**src/rtl/seq_gen_pkg.sv**
```systemverilog
// rtl/seq_gen_pkg.sv - shared state encoding and defaults for the serial pattern transmitter
package seq_gen_pkg;

  localparam int DEFAULT_WIDTH = 8;
  localparam int DEFAULT_CNT_W = 4;

  typedef enum logic [1:0] {
    IDLE  = 2'd0,
    SHIFT = 2'd1,
    DONE  = 2'd2
  } state_t;

endpackage

```
**src/rtl/piso_shreg.sv**
```systemverilog
// rtl/piso_shreg.sv - parallel-load, serial-out shift register, MSB first, zero fill
module piso_shreg #(
  parameter int WIDTH = 8
) (
  input  logic             clk,
  input  logic             rst,
  input  logic             load,
  input  logic             shift,
  input  logic [WIDTH-1:0] din,
  output logic             sout
);

  logic [WIDTH-1:0] q;

  always_ff @(posedge clk) begin
    if (rst) begin
      q <= '0;
    end else if (load) begin
      q <= din;
    end else if (shift) begin
      q <= {q[WIDTH-2:0], 1'b0};
    end
  end

  assign sout = q[WIDTH-1];

endmodule

```
**src/rtl/seq_gen_tx.sv**
```systemverilog
// rtl/seq_gen_tx.sv - serial pattern transmitter with repeat count feeding the sequence detector
module seq_gen_tx
  import seq_gen_pkg::*;
#(
  parameter int WIDTH = DEFAULT_WIDTH,
  parameter int CNT_W = DEFAULT_CNT_W
) (
  input  logic             clk,
  input  logic             rst,
  input  logic             start,
  input  logic [WIDTH-1:0] pattern,
  input  logic [CNT_W-1:0] repeat_n,
  output logic             ready,
  output logic             x,
  output logic             x_valid,
  output logic             done,
  output logic [1:0]       ps,
  output logic [1:0]       ns
);

  localparam int BW = $clog2(WIDTH);
  localparam logic [BW-1:0] LAST_BIT = BW'(WIDTH - 1);

  state_t           state_q, state_d;
  logic [BW-1:0]    bit_cnt;
  logic [CNT_W-1:0] reps;
  logic [WIDTH-1:0] pat_q;
  logic [WIDTH-1:0] load_data;
  logic             load, shift, accept, reload, cnt_dec;

  always_comb begin
    state_d   = state_q;
    load      = 1'b0;
    shift     = 1'b0;
    load_data = '0;
    accept    = 1'b0;
    reload    = 1'b0;
    cnt_dec   = 1'b0;
    case (state_q)
      IDLE: begin
        if (start) begin
          state_d   = SHIFT;
          load      = 1'b1;
          load_data = pattern;
          accept    = 1'b1;
        end
      end
      SHIFT: begin
        if (bit_cnt != '0) begin
          shift   = 1'b1;
          cnt_dec = 1'b1;
        end else if (reps != CNT_W'(1)) begin
          // reload straight from the captured copy so repeats run with no gap bit
          load      = 1'b1;
          load_data = pat_q;
          reload    = 1'b1;
        end else begin
          // the final shift empties the register, which drives x low in DONE
          state_d = DONE;
          shift   = 1'b1;
        end
      end
      DONE: state_d = IDLE;
      default: begin
        state_d = IDLE;
        load    = 1'b1;
      end
    endcase
  end

  always_ff @(posedge clk) begin
    if (rst) begin
      state_q <= IDLE;
      x_valid <= 1'b0;
      done    <= 1'b0;
      ready   <= 1'b1;
      bit_cnt <= '0;
      reps    <= '0;
      pat_q   <= '0;
    end else begin
      state_q <= state_d;
      x_valid <= (state_d == SHIFT);
      done    <= (state_d == DONE);
      ready   <= (state_d == IDLE);
      if (accept) begin
        pat_q   <= pattern;
        bit_cnt <= LAST_BIT;
        reps    <= (repeat_n == '0) ? CNT_W'(1) : repeat_n;
      end else if (reload) begin
        bit_cnt <= LAST_BIT;
        reps    <= reps - CNT_W'(1);
      end else if (cnt_dec) begin
        bit_cnt <= bit_cnt - BW'(1);
      end
    end
  end

  piso_shreg #(
    .WIDTH(WIDTH)
  ) u_shreg (
    .clk  (clk),
    .rst  (rst),
    .load (load),
    .shift(shift),
    .din  (load_data),
    .sout (x)
  );

  assign ps = state_q;
  assign ns = state_d;

endmodule

```
**config.mk**
```make
export PLATFORM = sky130hd
export DESIGN_NAME = seq_gen_tx
export DESIGN_NICKNAME = d
export VERILOG_FILES = /design/src/rtl/seq_gen_pkg.sv /design/src/rtl/piso_shreg.sv /design/src/rtl/seq_gen_tx.sv
export SDC_FILE = /design/constraint.sdc
export NUM_CORES = 1
export LEC_CHECK = 0
export ABC_AREA = 1
export BUFFER_PORTS_ARGS = -buffer_cell sky130_fd_sc_hd__clkbuf_2
export CORE_ASPECT_RATIO = 1.1
export CORE_MARGIN = 2
export CORE_UTILIZATION = 35
export CTS_CLUSTER_DIAMETER = 50
export DETAILED_ROUTE_END_ITERATION = 8
export PLACE_DENSITY_LB_ADDON = 0.08
export SETUP_SLACK_MARGIN = 0.02
export SYNTH_ARGS = -nofsm -noshare
export SYNTH_HDL_FRONTEND = slang
export SYNTH_SLANG_ARGS = --single-unit
```
**constraint.sdc**
```tcl
create_clock -name clk -period 3.4 [get_ports clk]
set_clock_uncertainty 0.05 [all_clocks]
set_input_delay 0.34 -clock clk [delete_from_list [all_inputs] [get_ports clk]]
set_output_delay 0.34 -clock clk [all_outputs]
set_load 0.01 [all_outputs]
```
== Word level (Yosys, flattened, before mapping) ==
Index checks and enable logic that the tools add are counted.
Word-level totals
  bits in registers: 28
  input port bits: 15
  output and inout port bits: 8
  word-level logic and storage cells: 49
Cells by class
  add/sub/neg operators: 2
  eq/ne operators: 5
  multiplexer cells: 27
  reduce and logical (&&, ||, !) cells: 7
Operators with widths (count)
  $mux 8: 5
  $pmux 8 s2: 1
  $mux 4: 3
  $mux 1: 10
  $mux 3: 3
  $mux 2: 3
  $reduce_bool 3->1: 2
  $eq 2x1->1 const B: 2
  $eq 2x2->1 const B: 2
  $logic_not 2->1: 2
  $logic_not 4->1: 1
  $ne 4x1->1 const B: 1
  $pmux 2 s2: 1
  $reduce_bool 2->1: 2
  $sub 4x1->4 const B: 1
  $pmux 1 s3: 1
  $sub 3x1->3 const B: 1

== Depth between registers and ports, before layout ==
Gate-level depths: netlist of the first run.
  depth in word-level cells: 6
  mapped depth: 10
  gate-level depth less buffers: 10

== Cells and area by module ==
From an unflattened synthesis of the first run, not the netlist that was laid out.
Second synthesis, totals
  cells, all modules: 206
  area total of the unflattened synthesis: 1466.4 um^2
Modules (own cells, without submodules)
  seq_gen_tx: instances 1, cells an instance 146, area an instance 1067.3 um^2, sequential area each 400.4 um^2
  piso_shreg: instances 1, cells an instance 60, area an instance 399.1 um^2, sequential area each 160.2 um^2

== Worst setup path after synthesis of the first run ==
OpenSTA, ideal clock, no wires.
  path kind: flip-flop to output port
  from: register reps[1]
  to: output ns[1]
  arrival time: 1.122 ns
  required time: 3.010 ns
  setup slack: 1.888 ns
  stages on the path, launching flop included: 6
  buffers on the path: 1
  cell sequence: dfxtp_1 -> inv_1 -> ha_1 -> nand3_2 -> buf_2 -> nor3_1
Between the ends
  word-level cells in the longest chain between the ends: 4
Ends and longest elaborated chain
  start, declared: line seq_gen_tx.sv:26  | logic [CNT_W-1:0] reps;
  start signal, assigned: line seq_gen_tx.sv:88  | reps <= (repeat_n == '0) ? CNT_W'(1) : repeat_n;
  start signal, assigned: line seq_gen_tx.sv:91  | reps <= reps - CNT_W'(1);
  $ne 4x1->1: line seq_gen_tx.sv:52  | end else if (reps != CNT_W'(1)) begin
  $mux 2: line seq_gen_tx.sv:52
  $mux 2: line seq_gen_tx.sv:49  | if (bit_cnt != '0) begin
  $pmux 2 s2: line seq_gen_tx.sv:39  | case (state_q)
  end, declared: line seq_gen_tx.sv:18  | output logic [1:0] ns
No other way between the ends.

== Worst setup path after layout of the first run ==
  from: register reps[1]
  to: output ns[0]
Same word-level chain as after synthesis.

==> results.cfg, run 1 <==
[worst_setup_path]
critPathMaxFanout = 13
crit_slowest_cell = dfxtp_1
path_cells = inv_1, ha_1, nand3_2, o21ai_2, nand2_1, clkbuf_2
r2r_cells = 9
critPathMaxStageDelay_ps = 320
cp-end-kind = output port
reg2reg_slack_ps = 1660
worstPathArrival_ps = 1770
cp_data_required_time_ps = 3010
worstSetupPathType = reg -> out
rr_endpoint = u_shreg.q[1]
worstReg2RegStart = ps[0]
start_kind = flip-flop

[timing]
setup_viol = 0
finalCriticalPeriod_ps = 2160
finalSetupTns_ps = 0
finalHoldViolCount = 0
period_share_pct = 63.5
slew_headroom_pct = 66.7
worst_pin_slew_ps = 499
fmax_mhz = 463
rsz0062_at_grt = false
drv_slew = 0

[place]
dp_cells = 271
portBuffers = 22
routabilityCongestion = 0.775
dp_hpwl_um = 2350

[drt]
drt_iter0_markers = 57
wirelength_met1_um = 1480
wl_met3_um = 100
dr.pass1.iters = 4
ant_nets = 0
wl_met2_um = 1580
vias = 1314
drt_wl_total_um = 3200
vias_per_cell = 4.78
dr.max_layer_used = met4
route.detailed.drc = 0
wl_per_cell_um = 11.6

[worst_hold_path]
holdCritStartpoint = pattern[6]
whs_endpoint = pat_q[6]
holdPathStages = 3
hold_class = in -> reg

[floorplanning]
io_pins = 23
die_area_um2 = 4560
num_rows = 24
core_um2 = 3930
die_h_um = 70.7
initial_core_util_pct = 35.9
die_x_um = 64.6

[finish]
drive_gt1_share_pct = 20.2
fin_cells = 275
utilization_pct = 41.2
syn_to_final_growth_pct = 14.6
insertedDiodeCount = 0
nets = 243

[synth]
synth_cells = 204
synthesis.area_um2 = 1410
ys_ff_latch = 28
yosysSeqAreaShare_pct = 39.6
ys_warn_count = 0
synth_cell_types = 24
syn_nets = 223
syn_avg_cell_area_um2 = 6.93

[status]
outcome = completed

[clock_network]
cts_resized = 0
clockBufferDepth = 2
hold_buffers = 0
cts_buffers = 3
path_clk_slew_ps = 100
root_buffer = clkbuf_8
cts_tree = yes
htreeDepth = 1
numClockSinks = 28
insertion_delay_ps = 280
cts_setup_buffers = 0

[power_and_ir_drop]
pwr_density_cell_nw_per_um2 = 525
power.leakage_nw = 0.809
power_mw = 0.851
ir_worst_vdd_uv = 175

[grt]
grt_pass1_wl_um = 5510
grt_pass1_vias = 1241
grt_max_degree = 27
antenna_found_initial = 0
grtUsageTotal_pct = 15.1
gr-total-overflow = 0

[flow_run]
maxCapViolCount = 0
-- cells in the mapped netlist --
library cell   n  area [um^2]
nand2_1       51          191
dfxtp_1       28          561
inv_1         24         90.1
nand3_1       20          100
nor2_1        18         67.6
a21oi_1       17         85.1
nand4_1        8         50.1
inv_2          7         26.3
buf_2          5         25.0
ha_1           4         50.1
nor2_2         4         25.0
o21ai_0        3         15.0
nand2_2        2         12.5
nand3_2        2         20.0
nor4_1         2         12.5
buf_6          1         11.3
clkbuf_1       1         3.75
nand2_4        1         11.3
nand3_4        1         17.5
nor2_4         1         11.3
nor3_1         1         5.00
o21ai_1        1         5.00
o21ai_2        1         8.76
xor2_1         1         8.76
-- final cells by class --
type	instances	area, um^2
fill	429	2310
multi-input combinational	138	697
sequential	28	561
inverter	31	116
timing repair buffer	22	110
tap	52	65.1
clock buffer	3	41.3
clock inverter	1	30.0
-- critical path, delay by kind of cell, from the launching register on --
family,cells,cell delay (ps)
and+or+nand+nor,2,440
AOI/OAI and AO/OA,1,290
adders and majority gates,1,170
DFF,1,320
buffers and inverters,2,260
-- how the worst max path moves through the flow --
stage	startpoint	to	slack, ps	depth (start not counted)
2_1_floorplan	reps[1]	ns[1]	1890	5
3_3_place_gp	reps[1]	ns[0]	1610	6
3_5_place_dp	reps[1]	ns[0]	1550	6
4_1_cts	reps[1]	ns[0]	1240	6
5_1_grt	reps[1]	ns[0]	1070	6
6_report	reps[1]	ns[0]	1240	6
-- layer usage --
layer	vias up	track usage (%)
li1	684	-
met1	602	18.5
met2	24	26.9
met3	4	2.23
met4	0	4.96
met5	-	0
-- through the flow --
step / hold slack (ps) / worst slack [ps] / area [um^2]
CTS: 263 / 1240 / 1620
global route: 272 / 1070 / 1620
finish: 263 / 1240 / 1620
global placement: 405 / 1610 / 1550
floorplan: 382 / 1890 / 1410
detailed placement: 410 / 1550 / 1550
-- registers in the layout, indices dropped and copies added, names as in the netlist --
signal     cells
ps             2
u_shreg.q      8
bit_cnt        3
reps           4
pat_q          8
done           1
x_valid        1
ready          1
-- report_power, final --
| part | internal (mW) | total [mW] | switching, mW |
|---|---|---|---|
| clock network | 0.158 | 0.267 | 0.109 |
| registers | 0.362 | 0.385 | 0.0226 |
| logic | 0.0698 | 0.199 | 0.130 |
-- layout by cell type (no fill, tap or decap), types with 2 or more instances in the layout --
master and n:
nand2_1 51, inv_1 24, nand4_1 8, nand2_2 2, clkbuf_2 22, clkbuf_8 3
nor2_2 4, inv_2 7, ha_1 4, nand3_2 2, o21ai_0 3, dfxtp_1 28
nor2_1 18, a21oi_1 17, nand3_1 20, nor4_1 2
-- logic make-up after synthesis --
| group | count (synthesis) | share of synthesized area [%] |
|---|---|---|
| flops | 28 | 39.6 |
| fa+ha+maj | 4 | 3.54 |
| buf+inv | 38 | 11.1 |
| simple gates | 111 | 37.1 |
| xor+xnor | 1 | 0.620 |
| compound gates | 22 | 8.05 |
Power figures use the tool's default switching activity.
==> inputs of run 2 (changes only) <==
Clock period 3.4 ns to 2.1 ns, I/O delays scaled along.
==> results.cfg, run 2 (synthesized netlist as in run 1, its figures left out) <==
[status]
outcome = completed

[worst_setup_path]
cp-end-kind = output port
critPathMaxFanout = 13
crit_slowest_cell = dfxtp_1
critPathMaxStageDelay_ps = 330
start_kind = flip-flop
worstPathArrival_ps = 1670
worstSetupPathType = reg -> out
path_cells = inv_1, ha_1, nand3_4, o21ai_4, nand2_1, clkbuf_2
cp_data_required_time_ps = 1840

[timing]
slew_headroom_pct = 67.0
setup_viol = 0
rsz0062_at_grt = false
fmax_mhz = 519
finalCriticalPeriod_ps = 1930
finalSetupTns_ps = 0
worst_pin_slew_ps = 495
drv_slew = 0
finalHoldViolCount = 0
period_share_pct = 91.8

[worst_hold_path]
hold_class = in -> reg

[flow_run]
maxCapViolCount = 0

[grt]
grt_pass1_wl_um = 5940
use_met1_pct = 20.4
grt_max_degree = 26
grtUsageTotal_pct = 16.3
grt_util_met3_pct = 2.38
gr-total-overflow = 0
grt_pass1_vias = 1356
antenna_found_initial = 0
busiest_layer = met2
met2_usage_pct = 28.0

[power_and_ir_drop]
power.leakage_nw = 0.815
pwr_density_cell_nw_per_um2 = 848
ir_worst_vdd_uv = 258

[finish]
fillers = 417
fin_area_um2 = 1640
insertedDiodeCount = 0
final_cell_mix = 51 x nand2_1, 28 x dfxtp_1, 24 x inv_1
drive_gt1_share_pct = 20.5
utilization_pct = 41.8
top_regs = pat_q x8, u_shreg.q x8, reps x4
nets = 244
final_common_cell = nand2_1
syn_to_final_growth_pct = 16.2

[place]
place_area_um2 = 1560
dp_hpwl_um = 2430
portBuffers = 22
routabilityCongestion = 0.809

[drt]
route.detailed.drc = 0
vias = 1304
drt_wl_total_um = 3350
drt_iter0_markers = 44
dr.pass1.iters = 4
wl_per_cell_um = 12.1
vias_per_cell = 4.72
ant_nets = 0

[floorplanning]
initial_core_util_pct = 35.9
die_h_um = 70.7
core_um2 = 3930
die_x_um = 64.6
die_area_um2 = 4560
num_rows = 24
io_pins = 23

[clock_network]
root_buffer = clkbuf_8
cts_tree = yes
cts_setup_buffers = 0
htreeDepth = 1
clockBufferDepth = 2
insertion_delay_ps = 280
cts_buffers = 3
path_clk_slew_ps = 100
numClockSinks = 28
[run 2: cell types whose count changed in the layout (fill, tap and decap cells not counted)]
| cell | delta |
|---|---|
| buf_4 | +1 |
| o21ai_4 | +1 |
| o21ai_2 | -1 |
| nand3_4 | +1 |
| nand3_2 | -1 |
[run 2: worst max-delay path: cells and delay by family, from the launching register on]
kind	cells	cell delay, ps
and+or+nand+nor	2	340
DFF	1	330
AOI/OAI and AO/OA	1	210
adders and majority gates	1	210
buffers and inverters	2	280
[run 2: final timing paths]
check,depth (start not counted),from,endpoint,slack (ps)
worst max-delay path,6,reps[1],ns[0],170
worst min-delay path,3,pattern[0],pat_q[0],130
worst max register to register,9,bit_cnt[0],reps[1],390
worst min register to register,2,pat_q[0],pat_q[0],420
[run 2: timing repair]
action | 4_1_cts | 5_1_grt
gates resized for setup | 0 | 2
setup endpoints to repair | 0 | 1
hold buffers | 0 | 0
[run 2: area by class of cell]
type	count	area [um^2]	area share, %
Multi-Input combinational cell	138	712	43.3
Sequential cell	28	561	34.1
Timing Repair Buffer	23	118	7.16
Inverter	31	116	7.08
Tap cell	52	65.1	3.96
Clock buffer	3	41.3	2.51
Clock inverter	1	30.0	1.83
[run 2: per-layer routing]
metal	wire length, um	share of wire [%]	up-vias
met5	0	0	-
met4	102	3.0	0
met3	93	2.8	10
met2	1620	48	18
met1	1530	46	591
li1	-	-	685
[run 2: metrics by stage]
step / total power [mW] / hold WS (ps) / setup slack (ps) / std cells
2_1_floorplan: 0.885 / 252 / 668 / 204
3_3_place_gp: 0.960 / 406 / 445 / 272
3_5_place_dp: 0.968 / 409 / 383 / 272
4_1_cts: 1.40 / 126 / 61.2 / 276
5_1_grt: 1.49 / 135 / 22.5 / 276
6_report: 1.39 / 130 / 173 / 276
[run 2: power breakdown]
part / internal (mW) / total, mW / leakage [nW] / switching, mW
logic: 0.119 / 0.340 / 0.548 / 0.221
clock network: 0.256 / 0.430 / 0.0357 / 0.175
registers: 0.587 / 0.623 / 0.231 / 0.0365
